$ cat src/rtl/ahb_arbiter.sv
// Round-robin AHB-Lite arbiter sharing one slave between NM masters.
// The grant is held through fixed bursts, undefined-length INCR bursts and locked tenures.
//
// state     | meaning
// IDLE_PARK | nobody requesting, grant parked on the last owner
// OWNED     | owner holds the bus and may be replaced
// BURST     | fixed-length burst in progress, grant frozen
// LOCKED    | locked tenure, frozen until owner drops hlock and goes IDLE/NONSEQ
module ahb_arbiter #(
  parameter int NM = 2,
  parameter int DW = 32,
  parameter int AW = 32,
  parameter int MW = 3
) (
  input  logic                 clk,
  input  logic                 rst,
  input  logic [NM-1:0]        m_hbusreq,
  input  logic [NM-1:0]        m_hlock,
  input  logic [NM*AW-1:0]     m_haddr,
  input  logic [NM*2-1:0]      m_htrans,
  input  logic [NM-1:0]        m_hwrite,
  input  logic [NM*3-1:0]      m_hsize,
  input  logic [NM*3-1:0]      m_hburst,
  input  logic [NM*DW/8-1:0]   m_hwstrb,
  input  logic [NM*DW-1:0]     m_hwdata,
  output logic [NM-1:0]        m_hgrant,
  output logic [MW-1:0]        hmaster,
  output logic                 hmastlock,
  output logic [AW-1:0]        s_haddr,
  output logic [1:0]           s_htrans,
  output logic                 s_hwrite,
  output logic [2:0]           s_hsize,
  output logic [2:0]           s_hburst,
  output logic [DW/8-1:0]      s_hwstrb,
  output logic [DW-1:0]        s_hwdata,
  input  logic                 hready,
  input  logic                 hresp
);

  localparam logic [1:0] TR_IDLE   = 2'b00;
  localparam logic [1:0] TR_BUSY   = 2'b01;
  localparam logic [1:0] TR_NONSEQ = 2'b10;
  localparam logic [1:0] TR_SEQ    = 2'b11;
  localparam logic [2:0] HB_INCR   = 3'b001;

  typedef enum logic [1:0] {IDLE_PARK, OWNED, BURST, LOCKED} state_t;

  state_t         state;
  logic [MW-1:0]  data_owner;
  logic [MW-1:0]  rr_ptr;
  logic [3:0]     beat_cnt;

  logic           own_hlock;
  logic [3:0]     cnt_nx;
  logic           incr_hold;
  logic           lock_hold;
  logic           can_arb;
  logic           any_req;
  logic           win_lock;
  logic [MW-1:0]  win;
  logic [MW-1:0]  rr_nx;

  function automatic logic [3:0] burst_len(input logic [2:0] hb);
    case (hb)
      3'b010, 3'b011: burst_len = 4'd3;
      3'b100, 3'b101: burst_len = 4'd7;
      3'b110, 3'b111: burst_len = 4'd15;
      default:        burst_len = 4'd0;
    endcase
  endfunction

  always_comb begin
    s_haddr   = '0;
    s_htrans  = TR_IDLE;
    s_hwrite  = 1'b0;
    s_hsize   = '0;
    s_hburst  = '0;
    own_hlock = 1'b0;
    s_hwstrb  = '0;
    s_hwdata  = '0;
    for (int i = 0; i < NM; i++) begin
      m_hgrant[i] = (hmaster == MW'(i));
      if (hmaster == MW'(i)) begin
        s_haddr   = m_haddr[i*AW +: AW];
        s_htrans  = m_htrans[i*2 +: 2];
        s_hwrite  = m_hwrite[i];
        s_hsize   = m_hsize[i*3 +: 3];
        s_hburst  = m_hburst[i*3 +: 3];
        own_hlock = m_hlock[i];
      end
      if (data_owner == MW'(i)) begin
        s_hwstrb = m_hwstrb[i*(DW/8) +: DW/8];
        s_hwdata = m_hwdata[i*DW +: DW];
      end
    end
  end

  // Round robin: lowest requester at or above rr_ptr, otherwise lowest overall.
  always_comb begin
    any_req  = 1'b0;
    win      = hmaster;
    win_lock = 1'b0;
    for (int i = NM-1; i >= 0; i--) begin
      if (m_hbusreq[i] && (MW'(i) >= rr_ptr)) begin
        any_req  = 1'b1;
        win      = MW'(i);
        win_lock = m_hlock[i];
      end
    end
    if (!any_req) begin
      for (int i = NM-1; i >= 0; i--) begin
        if (m_hbusreq[i]) begin
          any_req  = 1'b1;
          win      = MW'(i);
          win_lock = m_hlock[i];
        end
      end
    end
    rr_nx = (win == MW'(NM-1)) ? '0 : win + MW'(1);
  end

  // An INCR NONSEQ also holds the grant so an undefined-length burst is never split after its first beat.
  always_comb begin
    cnt_nx = beat_cnt;
    if (s_htrans == TR_NONSEQ)
      cnt_nx = burst_len(s_hburst);
    else if (s_htrans == TR_SEQ && beat_cnt != 4'd0)
      cnt_nx = beat_cnt - 4'd1;
    incr_hold = (s_hburst == HB_INCR) && (s_htrans != TR_IDLE);
    lock_hold = (state == LOCKED) &&
                (own_hlock || s_htrans == TR_SEQ || s_htrans == TR_BUSY);
    can_arb   = (cnt_nx == 4'd0) && !lock_hold && !incr_hold;
  end

  always_ff @(posedge clk) begin
    if (rst) begin
      state      <= IDLE_PARK;
      hmaster    <= '0;
      data_owner <= '0;
      rr_ptr     <= '0;
      beat_cnt   <= '0;
      hmastlock  <= 1'b0;
    end else if (!hready) begin
      // First ERROR cycle abandons the burst; otherwise a wait state holds everything.
      if (hresp) begin
        beat_cnt <= '0;
        if (state == BURST) state <= OWNED;
      end
    end else begin
      data_owner <= hmaster;
      beat_cnt   <= cnt_nx;
      if (can_arb) begin
        if (any_req) begin
          hmaster   <= win;
          rr_ptr    <= rr_nx;
          state     <= win_lock ? LOCKED : OWNED;
          hmastlock <= win_lock;
        end else begin
          state     <= IDLE_PARK;
          hmastlock <= 1'b0;
        end
      end else begin
        if (lock_hold)
          state <= LOCKED;
        else if (cnt_nx != 4'd0)
          state <= BURST;
        else
          state <= OWNED;
        hmastlock <= lock_hold;
      end
    end
  end

endmodule
$ cat config.mk
export PLATFORM = sky130hd
export DESIGN_NAME = ahb_arbiter
export DESIGN_NICKNAME = d
export VERILOG_FILES = /design/src/rtl/ahb_arbiter.sv
export SDC_FILE = /design/constraint.sdc
export NUM_CORES = 1
export LEC_CHECK = 0
export ABC_AREA = 0
export CAP_MARGIN = 20
export CORE_AREA = 2 2 94 96
export DETAILED_ROUTE_END_ITERATION = 12
export DIE_AREA = 0 0 96 98
export GPL_ROUTABILITY_DRIVEN = 0
export PLACE_DENSITY = 0.84
export SYNTH_ARGS = -nofsm -noshare
export SYNTH_HDL_FRONTEND = slang
export SYNTH_SLANG_ARGS = --single-unit
export TNS_END_PERCENT = 100
$ cat constraint.sdc
create_clock -name clk -period 2.8 [get_ports clk]
set_input_delay 0.28 -clock clk [delete_from_list [all_inputs] [get_ports clk]]
set_output_delay 0.28 -clock clk [all_outputs]
set_load 0.1 [all_outputs]
* Word level (Yosys, flattened, before mapping)
Index checks and enable logic that the tools add are counted.
** Operators by class
- Add/sub/neg operators :: 2
- Order comparisons :: 2
- Equal/unequal tests :: 15
- Muxes and demuxes :: 47
- Reduce and logical (&&, ||, !) cells :: 24
** Operators with widths (number)
- two-way mux 32 bit :: 4
- two-way mux 3 bit :: 10
- two-way mux 4 bit :: 6
- two-way mux 2 bit :: 10
- two-way mux 1 bit :: 16
- equality test 3 x 1 -> 1 bit, second input constant :: 4
- equality test 3 bit, second input constant :: 4
- case mux 4 bit (3 select lines) :: 1
- equality test 2 bit, second input constant :: 4
- nonzero test 4 bit :: 2
- logical AND 1 bit :: 7
- equality test 3 x 2 -> 1 bit, second input constant :: 2
- greater-or-equal comparator 1 x 3 -> 1 bit, first input constant :: 2
- zero test 3 bit :: 2
- nonzero test 2 bit :: 3
- OR reduction 2 bit :: 3
- zero test 4 bit :: 1
- subtractor 4 x 1 -> 4 bit, second input constant :: 1
- adder 3 x 1 -> 3 bit, second input constant :: 1
- AND reduction 3 bit :: 1
- equality test 2 x 1 -> 1 bit, second input constant :: 1
- zero test 1 bit :: 2
- logical OR 1 bit :: 2
- AND reduction 2 bit :: 1
** Storage, ports and cells
- Bits in registers :: 16
- Bits of input ports :: 162
- Output and inout bits :: 83
- Word-level logic and storage cells :: 96

* Longest topological paths before layout
- Word-level depth :: 12
- Gate-level depth with buffers :: 9
- Mapped depth without buffers :: 8

* Worst setup path before layout
Ideal clock, no wire load.
- Path type :: register -> output
- Start :: reg hmaster[0]
- End :: out s_haddr[10]
- Data arrival time :: 3.684 ns
- Required time :: 2.520 ns
- Setup slack :: -1.164 ns
- Stages on the path, launching flop included :: 7
- Buffers on the path :: 4
- Cell sequence :: dfxtp_1 > buf_6 > buf_8 > nor3b_1 > buf_2 > buf_1 > a22o_1
** On the way
- Elaborated cells between the ends (all ways) :: 4
- Classes of those cells :: 1 x eq/ne; 2 x mux; 1 x reduce/logical
** RTL lines
- from (decl) :: RTL line 27 : output logic [MW-1:0] hmaster,
- from (signal assigned) :: RTL line 154 : hmaster <= win;
- equality test 3 x 1 -> 1 bit
- via m_hgrant[1] :: RTL line 26 : output logic [NM-1:0] m_hgrant,
- two-way mux 32 bit :: RTL line 83 : if (hmaster == MW'(i)) begin
- to (decl) :: RTL line 29 : output logic [AW-1:0] s_haddr,
The timed path passes the listed nets, and every way through them passes these cells.

* Worst setup path in the final report
- Start :: reg beat_cnt[0]
- End :: reg hmaster[0]
** On the way
- Cells in the longest elaborated chain, start to end :: 8
- Elaborated cells between the ends (all ways) :: 9
- Classes of those cells :: 1 x add/sub; 2 x mux; 6 x reduce/logical
** RTL lines
- from (decl) :: RTL line 51 : logic [3:0] beat_cnt;
- from (signal assigned) :: RTL line 151 : beat_cnt <= cnt_nx;
- branches (longest 2 deep; another with subtractor 4 x 1 -> 4 bit)
- two-way mux 4 bit * :: RTL line 127 : else if (s_htrans == TR_SEQ && beat_cnt != 4'd0)
- two-way mux 4 bit * :: RTL line 125 : if (s_htrans == TR_NONSEQ)
- zero test 4 bit * :: RTL line 132 : can_arb = (cnt_nx == 4'd0) && !lock_hold && !incr_hold;
- logical AND 1 bit * (2 in series) :: RTL line 132
- AND reduction 3 bit (no source line) *
Every way passes the cells marked *.
A chain may end at the register's enable or synchronous reset.

==> out/results.ini <==
[run_status]
status = complete, no violations

[cts]
clock_latency_ps = 250
cts-root-buf = clkbuf_8
cts_tree = done
ctsHoldBuffers = 0
path_clk_slew_ps = 70
cts_setup_buffers = 0
cts_resized = 0
cts_buffers = 3
cts_buffer_depth = 2
cts_max_level = 1
cts_sinks = 16

[cells_and_area]
multi_input_area_sq_um = 1470
nets = 619
drive_gt1_share_pct = 30.6
diodes = 0
design_area_sq_um = 5200
fillers = 653
area_delta_synth_final_pct = 188
regArea_sq_um = 327

[global_routing]
grt_pass1_vias = 2835
grt_max_degree = 38
grt_pass1_wl_mm = 15.1
antenna_found_initial = 2
track_usage_pct = 20.7
grt-ovfl-total = 0

[drt]
viasPerCell = 5.13
wl_per_cell_microns = 18.7
ant_nets = 0
dr.pass1.iters = 5
drtIter0Drc = 148
drc = 0
vias = 2885
routed_wl_mm = 10.5

[worst_setup_path]
start_kind = register
worstSetupEndpointType = register
reg2reg_to = hmaster[0]
worst_path_max_delay_cell = a2111oi_2
worst-setup-path-type = reg2reg
crit_start = beat_cnt[0]
crit_fanout = 6
critPathArrivalTime_ps = 2690
max_stage_delay_ps = 480
crit_chain = inv_1 -> ha_1 -> or3b_1 -> o211ai_1 -> nand2_1 -> a2111oi_2 -> and3_1 -> a311oi_2
ff2ff_path_depth = 8
r2r-start = beat_cnt[0]
regToRegSetupSlack_ps = 220
endpoint = hmaster[0]
crit_required_ps = 2910

[min_path]
whs_path_depth = 1
hp-class = reg2reg

[sta]
worst_pin_slew_ps = 613
finalMaxSlewViolations = 0
fin_crit_ps = 2580
finalSetupViolCount = 0
fmax_ghz = 0.388
relSlewSlack_pct = 59.0
fin_crit_sh_pct = 92.1
finalHoldViolations = 0
skew_ps = 7.42
rsz0062_at_grt = false
finalSetupTns_ps = 0

[floorplanning]
core_sq_um = 8470
fp.dieH_microns = 98
io_pins = 245
rows = 34
start_util_pct = 21.3
fp.dieArea_sq_um = 9410
die_x_microns = 96

[yosys]
synthTopCellsByCount = a22o_1 (72), nor2_1 (18), dfxtp_1 (16)
ys_seq_area_share_pct = 17.7
ys_types = 44
synth.area.top_cells = a22o_1 (35%), dfxtp_1 (18%), nor2_1 (3.7%)
synth_edf_count = 0
syn_area_per_cell_sq_um = 8.13
async_reset_ff_share_pct = 0
synth_cells = 222
synth_area_sq_um = 1810
syn_nets = 386
yosysMostFrequentCell = a22o_1
post-synth-top-area-cell = a22o_1
yosysWarnings = 0
yosysTopAreaCellShare_pct = 34.9
synth_ff_type = dfxtp_1
yosys_register_bits = 16

[placed_design]
dp_hpwl_mm = 9.04
place_area_sq_um = 5160
portBuffers = 244

[power_and_ir_drop]
power_density_nw_per_um2 = 539
leakagePower_uw = 0.00218
ir_drop_v = 0.000225

[run]
maxCapViolations = 0

## power by group
part           internal (uW)  switching (uW)
Sequential               242            22.3
Clock                    101            75.5
Combinational            905            1460
## worst min-delay path by stage
stage / start / to / slack [ps]
final: rr_ptr[2] / rr_ptr[2] / 480
after global routing: rr_ptr[1] / rr_ptr[1] / 510
after global placement: rr_ptr[2] / rr_ptr[2] / 460
after detailed placement: rr_ptr[2] / rr_ptr[2] / 480
after floorplan: rr_ptr[2] / rr_ptr[2] / 460
after CTS: rr_ptr[2] / rr_ptr[2] / 480
## metrics by stage
| step | power [uW] | cells | hold slack (ps) | utilization, % | setup WS [ps] |
|---|---|---|---|---|---|
| 2_1_floorplan | 1690 | 222 | 457 | - | 15.7 |
| 5_1_grt | 2880 | 562 | 507 | 61.5 | 53.7 |
| 3_3_place_gp | 2610 | 558 | 462 | 60.9 | 400 |
| 6_report | 2800 | 562 | 483 | 61.5 | 220 |
| 4_1_cts | 2810 | 562 | 484 | 61.5 | 234 |
| 3_5_place_dp | 2630 | 558 | 476 | 60.9 | 248 |
## cells in the final DEF (no fill, tap or decap), types with 2 or more instances in the layout
cell type and count:
a211o_1 2, a211oi_2 2, a21oi_1 6, a22o_1 43
a22o_2 21, a22o_4 8, a31oi_1 9, and3_1 2
buf_12 74, buf_4 14, clkbuf_8 3, clkdlybuf4s50_1 161
dfxtp_1 13, dfxtp_2 2, ha_1 2, inv_1 5
mux2_2 3, mux2i_1 5, nand2_1 7, nand2b_1 3
nand4_1 3, nor2_1 17, nor3_1 6, nor3b_1 6
nor3b_2 2, nor4_1 3, o21a_1 2, o21ai_0 4
o31ai_1 2, or3_1 2, or3b_1 2
## area by class of cell
cell class | count | share of cell area (%)
Tap cell | 108 | 2.60
Multi-Input combinational cell | 179 | 28.3
Clock buffer | 4 | 0.866
Inverter | 6 | 0.505
Timing Repair Buffer | 249 | 61.5
Sequential cell | 16 | 6.28
## registers in the layout (all words and copies together), names as in the netlist
signal,cells
hmaster,3
beat_cnt,4
rr_ptr,3
state,2
hmastlock,1
data_owner,3
## logic make-up (layout without fill, tap and decap cells)
logic type	count (synthesis)	in the layout	share of synthesized area, %
AOI/OAI and AO/OA	107	107	49.3
adders and majority gates	2	2	1.39
buffers and inverters	27	259	7.07
DFF	16	16	17.7
muxes	10	10	6.65
and+or+nand+nor	60	60	17.9
## worst max-delay path: cells and delay by family, from the launching register on
kind / cells / cell delay, ps
buf+inv: 1 / 100
compound gates: 3 / 860
simple gates: 3 / 940
fa+ha+maj: 1 / 180
flops: 1 / 360
## routing by layer
metal / up-vias / wire (microns) / GRT usage (%)
met5: - / 0 / 0
met4: 0 / 377 / 8.13
li1: 1367 / - / -
met3: 22 / 1220 / 5.02
met2: 190 / 5420 / 39.4
met1: 1306 / 3490 / 21.1
Note: power is estimated with default switching activity, not from simulation.
